===== src/rtl/alu_seq_core.sv =====
// Two-stage fetch/execute ALU sequencer: instructions are fetched from a
// loadable program memory and executed one per cycle, with sticky HALT.
module alu_seq_core #(
  parameter int WIDTH = 8,
  parameter int DEPTH = 32,
  parameter int WRAP  = 1,
  localparam int AW   = $clog2(DEPTH),
  localparam int IW   = 3 + 2 * WIDTH
) (
  input  logic             clk,
  input  logic             reset,
  input  logic             m,
  input  logic             prog_we,
  input  logic [AW-1:0]    prog_addr,
  input  logic [IW-1:0]    prog_data,
  output logic [IW-1:0]    instruccion,
  output logic [2:0]       outOp,
  output logic [WIDTH-1:0] outA,
  output logic [WIDTH-1:0] outB,
  output logic [WIDTH-1:0] resultado,
  output logic             res_valid,
  output logic             flag_z,
  output logic             flag_c,
  output logic             flag_n,
  output logic [AW-1:0]    pc,
  output logic             halted
);

  typedef enum logic [2:0] {
    OP_ADD, OP_SUB, OP_AND, OP_OR, OP_XOR, OP_SHL, OP_CMP, OP_HALT
  } op_t;

  logic [IW-1:0]    mem [DEPTH];
  logic             ins_valid;
  logic             fetch_done;
  op_t              op;
  logic [WIDTH:0]   sum;
  logic [WIDTH:0]   diff;
  logic [WIDTH-1:0] alu_res;
  logic [WIDTH-1:0] flag_src;
  logic             alu_c;
  logic             run;
  logic             halt_now;
  logic             last_fetch;

  assign outOp = instruccion[IW-1 -: 3];
  assign outA  = instruccion[2*WIDTH-1 -: WIDTH];
  assign outB  = instruccion[WIDTH-1:0];
  assign op    = op_t'(outOp);

  // NOTE: program memory has no reset branch; its contents must survive reset
  // and a reset-free array maps onto plain RAM.
  always_ff @(posedge clk) begin
    if (prog_we && (!m || halted || reset)) begin
      mem[prog_addr] <= prog_data;
    end
  end

  // NOTE: every always_comb output gets a default first so no path leaves it
  // unassigned and infers a latch.
  always_comb begin
    sum      = {1'b0, outA} + {1'b0, outB};
    diff     = {1'b0, outA} - {1'b0, outB};
    alu_res  = resultado;
    alu_c    = 1'b0;
    case (op)
      OP_ADD: begin alu_res = sum[WIDTH-1:0];  alu_c = sum[WIDTH];  end
      OP_SUB: begin alu_res = diff[WIDTH-1:0]; alu_c = diff[WIDTH]; end
      OP_AND: alu_res = outA & outB;
      OP_OR:  alu_res = outA | outB;
      OP_XOR: alu_res = outA ^ outB;
      OP_SHL: begin alu_res = {outA[WIDTH-2:0], 1'b0}; alu_c = outA[WIDTH-1]; end
      OP_CMP: alu_c = diff[WIDTH];
      default: ;
    endcase
    // CMP sets flags from the difference but leaves resultado untouched
    flag_src = (op == OP_CMP) ? diff[WIDTH-1:0] : alu_res;
  end

  assign run        = m && !halted;
  assign halt_now   = ins_valid && (op == OP_HALT);
  assign last_fetch = (WRAP == 0) && (pc == AW'(DEPTH - 1));

  // NOTE: state registers use non-blocking assignments so every register
  // samples pre-edge values, which is what makes the two stages overlap.
  always_ff @(posedge clk) begin
    if (reset) begin
      pc          <= '0;
      instruccion <= '0;
      ins_valid   <= 1'b0;
      fetch_done  <= 1'b0;
      resultado   <= '0;
      res_valid   <= 1'b0;
      flag_z      <= 1'b0;
      flag_c      <= 1'b0;
      flag_n      <= 1'b0;
      halted      <= 1'b0;
    end else begin
      res_valid <= 1'b0;
      if (run) begin
        if (halt_now) begin
          halted <= 1'b1;
        end else begin
          if (ins_valid) begin
            resultado <= alu_res;
            flag_z    <= (flag_src == '0);
            flag_n    <= flag_src[WIDTH-1];
            flag_c    <= alu_c;
            res_valid <= 1'b1;
            // without wrap, the final word's result ends the program
            if (fetch_done) halted <= 1'b1;
          end
          if (!fetch_done) begin
            instruccion <= mem[pc];
            ins_valid   <= 1'b1;
            if (last_fetch) fetch_done <= 1'b1;
            else            pc <= pc + 1'b1;
          end else begin
            ins_valid <= 1'b0;
          end
        end
      end
    end
  end

endmodule


===== config.mk =====
export PLATFORM = sky130hd
export DESIGN_NAME = alu_seq_core
export DESIGN_NICKNAME = d
export VERILOG_FILES = /design/src/rtl/alu_seq_core.sv
export SDC_FILE = /design/constraint.sdc
export NUM_CORES = 1
export LEC_CHECK = 0
export CAP_MARGIN = 20
export CORE_ASPECT_RATIO = 1.5
export CORE_MARGIN = 5
export CORE_UTILIZATION = 48
export DETAILED_ROUTE_END_ITERATION = 8
export GPL_ROUTABILITY_DRIVEN = 0
export GPL_TIMING_DRIVEN = 0
export PLACE_DENSITY = 0.73
export SYNTH_ARGS = -nofsm -noshare
export SYNTH_HDL_FRONTEND = slang
export SYNTH_SLANG_ARGS = --single-unit

===== constraint.sdc =====
create_clock -name clk -period 7.7 [get_ports clk]
set_input_delay 1.54 -clock clk [delete_from_list [all_inputs] [get_ports clk]]
set_output_delay 1.54 -clock clk [all_outputs]
set_load 0.01 [all_outputs]

==> impl_metrics.yaml <==
layout:
  layout-drive-gt1-share_pct: 27.10
  n_fill_cell: 3850
  multi_input_area_sq_um: 6524
  final_nets: 1524
  seq_area_sq_um: 19020
  n_antenna_cell: 0
  syn_to_final_growth_pct: 17.52
critical_path:
  arrival_ps: 4020
  critPathKind: "input port to flip-flop"
  required_ps: 7980
  end_kind: "flip-flop"
  r2r_cells: 7
  cp_max_fo: 10
  crit_path_start_kind: "input port"
grt:
  grt_overflow_total: 0
  busiest_layer: "met2"
  grt_util_met2_pct: 39.30
  gr-usage-met3_pct: 3.434
  grt_antenna_before_repair: 0
  grt_max_degree: 33
  grt_pass1_wl_mm: 91.87
  grt_usage_pct: 21.00
  grt_pass1_vias: 14060
  use_met1_pct: 23.74
timing:
  worst_slew_pin_slew_ps: 1069
  max_freq_ghz: 0.2677
  period_minus_slack_ps: 3736
  rsz0062_at_grt: "no"
  relSlewSlack_pct: 28.52
  hold_slack_ps: 468.4
  period_share_pct: 48.52
  skew_ps: 19.33
  hold_violations: 0
  fin_tns_setup_ps: 0
  drv_slew: 0
  setup_viol_count_final: 0
floorplan:
  die_w_um: 200.2
  io_pins: 84
  die_area_sq_um: 59110
  start_util_pct: 48.46
  die_y_um: 295.3
  design.core.area_sq_um: 53740
  std_cell_rows: 104
detailed_routing:
  drt-initial-drc-count: 1400
  antenna_left: 0
  via_count: 13490
  drt_pass1_iterations: 7
  drt-wirelength-per-cell_um: 28.60
  routed_wirelength_mm: 62.87
  drc: 0
  via_per_inst: 6.139
power_and_ir_drop:
  ir_worst_vdd_uv: 178.6
  power.leakage_uw: 0.009561
  pwr_density_cell_nw_per_um2: 238.9
clock_tree:
  cts_tree: "built"
  cts_root_buf: "clkbuf_16"
  cts_sinks: 646
  cts_resized: 0
  htreeDepth: 2
  clkSlewWorstSetupHoldPaths_ps: 70
  cts_buffer_depth: 3
  cts-buffers-inserted: 53
  cts_hold_buf: 0
  post_cts_buffers: 0
  clock_latency_ps: 580
logic_synthesis:
  synthArstFlopShare_pct: 0
  synthAdderAreaFrac_pct: 1.355
  synth_seq_cells: 646
  synthSimpleGateAreaFrac_pct: 2.767
  synth_xor_area_share_pct: 0.4036
  netlist_area_sq_um: 26040
  synth_compound_area_share_pct: 2.777
  synth_edf_count: 608
  syn-num-nets: 1335
  seq_area_frac_synth_pct: 73.03
  synthMuxAreaShare_pct: 17.44
  synth_cells: 1280
  ys_warn_count: 0
  yosys.cell_types.count: 63
  synth.avg_cell_area_sq_um: 20.35
  synth_top_family_by_area: "multiplexers"
  synth_top_flop_cell: "edfxtp_1"
job:
  maxCapViolations: 0
placed_design:
  numPortBuffers: 83
  dpl.hpwl_mm: 44.00
hold_path:
  hp-class: "flip-flop to flip-flop"
  hold_path_depth: 2
status:
  status: "completed"
-- state kept, by name, summed over array words and instances, names as in the netlist --
name,count
res_valid,1
instruccion,19
halted,1
mem,608
flag_z,1
flag_c,1
pc,5
resultado,8
flag_n,1
ins_valid,1
-- cells in the mapped netlist, drive strengths merged (4+ instances only) --
cell,n,share of area (%)
a211oi,23,0.66
a21oi,29,0.59
a221o,5,0.19
buf,60,1.4
clkbuf,29,0.42
dfxtp,38,2.9
edfxtp,608,70
ha,25,1.2
inv,29,0.42
mux2i,24,0.92
mux4,190,16
nand2,21,0.31
nand3,7,0.13
nor2,92,1.3
nor3,11,0.23
nor4,4,0.15
o211ai,5,0.14
o21ai,8,0.15
o22ai,8,0.19
o31ai,4,0.12
xnor2,5,0.17
xor2,7,0.24
-- per-layer routing --
metal	wire, um	vias up
li1	-	5621
met1	21180	6954
met2	33730	734
met3	4683	185
met4	3280	0
met5	0	-
-- cells in the final DEF (no fill, tap or decap), types with 7 or more instances in the layout --
cell and n:
edfxtp_1 608, mux4_2 190, clkdlybuf4s50_1 83, nor2_1 59, clkbuf_16 56, clkbuf_1 42
dfxtp_1 38, nor2_2 33, buf_4 29, inv_1 27, a21oi_1 27, ha_1 25
buf_16 25, mux2i_1 24, buf_8 24, a211oi_1 23, nand2_1 20, buf_2 20
buf_1 11, nor3_1 10, clkinv_1 9, o21ai_0 8, o22ai_1 8, nand3_1 7
xor2_1 7, clkinv_2 7
-- logic make-up (layout without fill, tap and decap cells) --
| logic type | after synthesis | count (layout) |
|---|---|---|
| xor gates and xnor gates | 12 | 12 |
| and+or+nand+nor | 156 | 156 |
| adders and majority gates | 27 | 27 |
| DFF | 646 | 646 |
| buffers and inverters | 118 | 347 |
| muxes | 216 | 216 |
| AOI/OAI and AO/OA | 105 | 105 |
-- layout make-up --
type / count / share of cell area, %
Buffer: 89 / 1.541
Inverter: 29 / 0.3557
Sequential cell: 646 / 62.14
Timing Repair Buffer: 134 / 6.247
Multi-Input combinational cell: 516 / 21.32
Clock buffer: 71 / 4.791
Tap cell: 689 / 2.817
Clock inverter: 24 / 0.7931
-- critical path: stages --
cell	delay (ps)
clkdlybuf4s50_1	440
nand2b_1	140
o21ai_0	220
or3_1	390
clkbuf_1	280
nor2_2	740
buf_8	250
-- through the flow --
stage	instance area (sq um)	util [%]	setup slack, ps	std cells	total power, uW
floorplan	26040	-	4244	1280	4411
global placement	27740	51.61	2507	2052	4661
detailed placement	28580	53.19	3217	2089	4699
CTS	30290	56.37	3817	2184	7333
global route	30610	56.95	3904	2198	7543
finish	30610	56.95	3964	2198	7311
-- power breakdown --
group	leakage, uW	internal, uW	switching (uW)
logic	0.00294	336	396
registers	0.00579	3880	30.1
clock network	0.000832	1500	1170
total	0.00956	5720	1590
-- final timing paths --
path	from	to	slack, ps
hold / removal	flag_z$_SDFFE_PP0P_	flag_z$_SDFFE_PP0P_	470
setup reg to reg	pc[1]$_SDFFE_PP0P_	instruccion[8]$_SDFFE_PP0P_	4360
setup / recovery	m	mem[8][7]$_DFFE_PP_	3960
hold reg to reg	flag_z$_SDFFE_PP0P_	flag_z$_SDFFE_PP0P_	470
No activity file was read; power rests on OpenSTA's default activity.
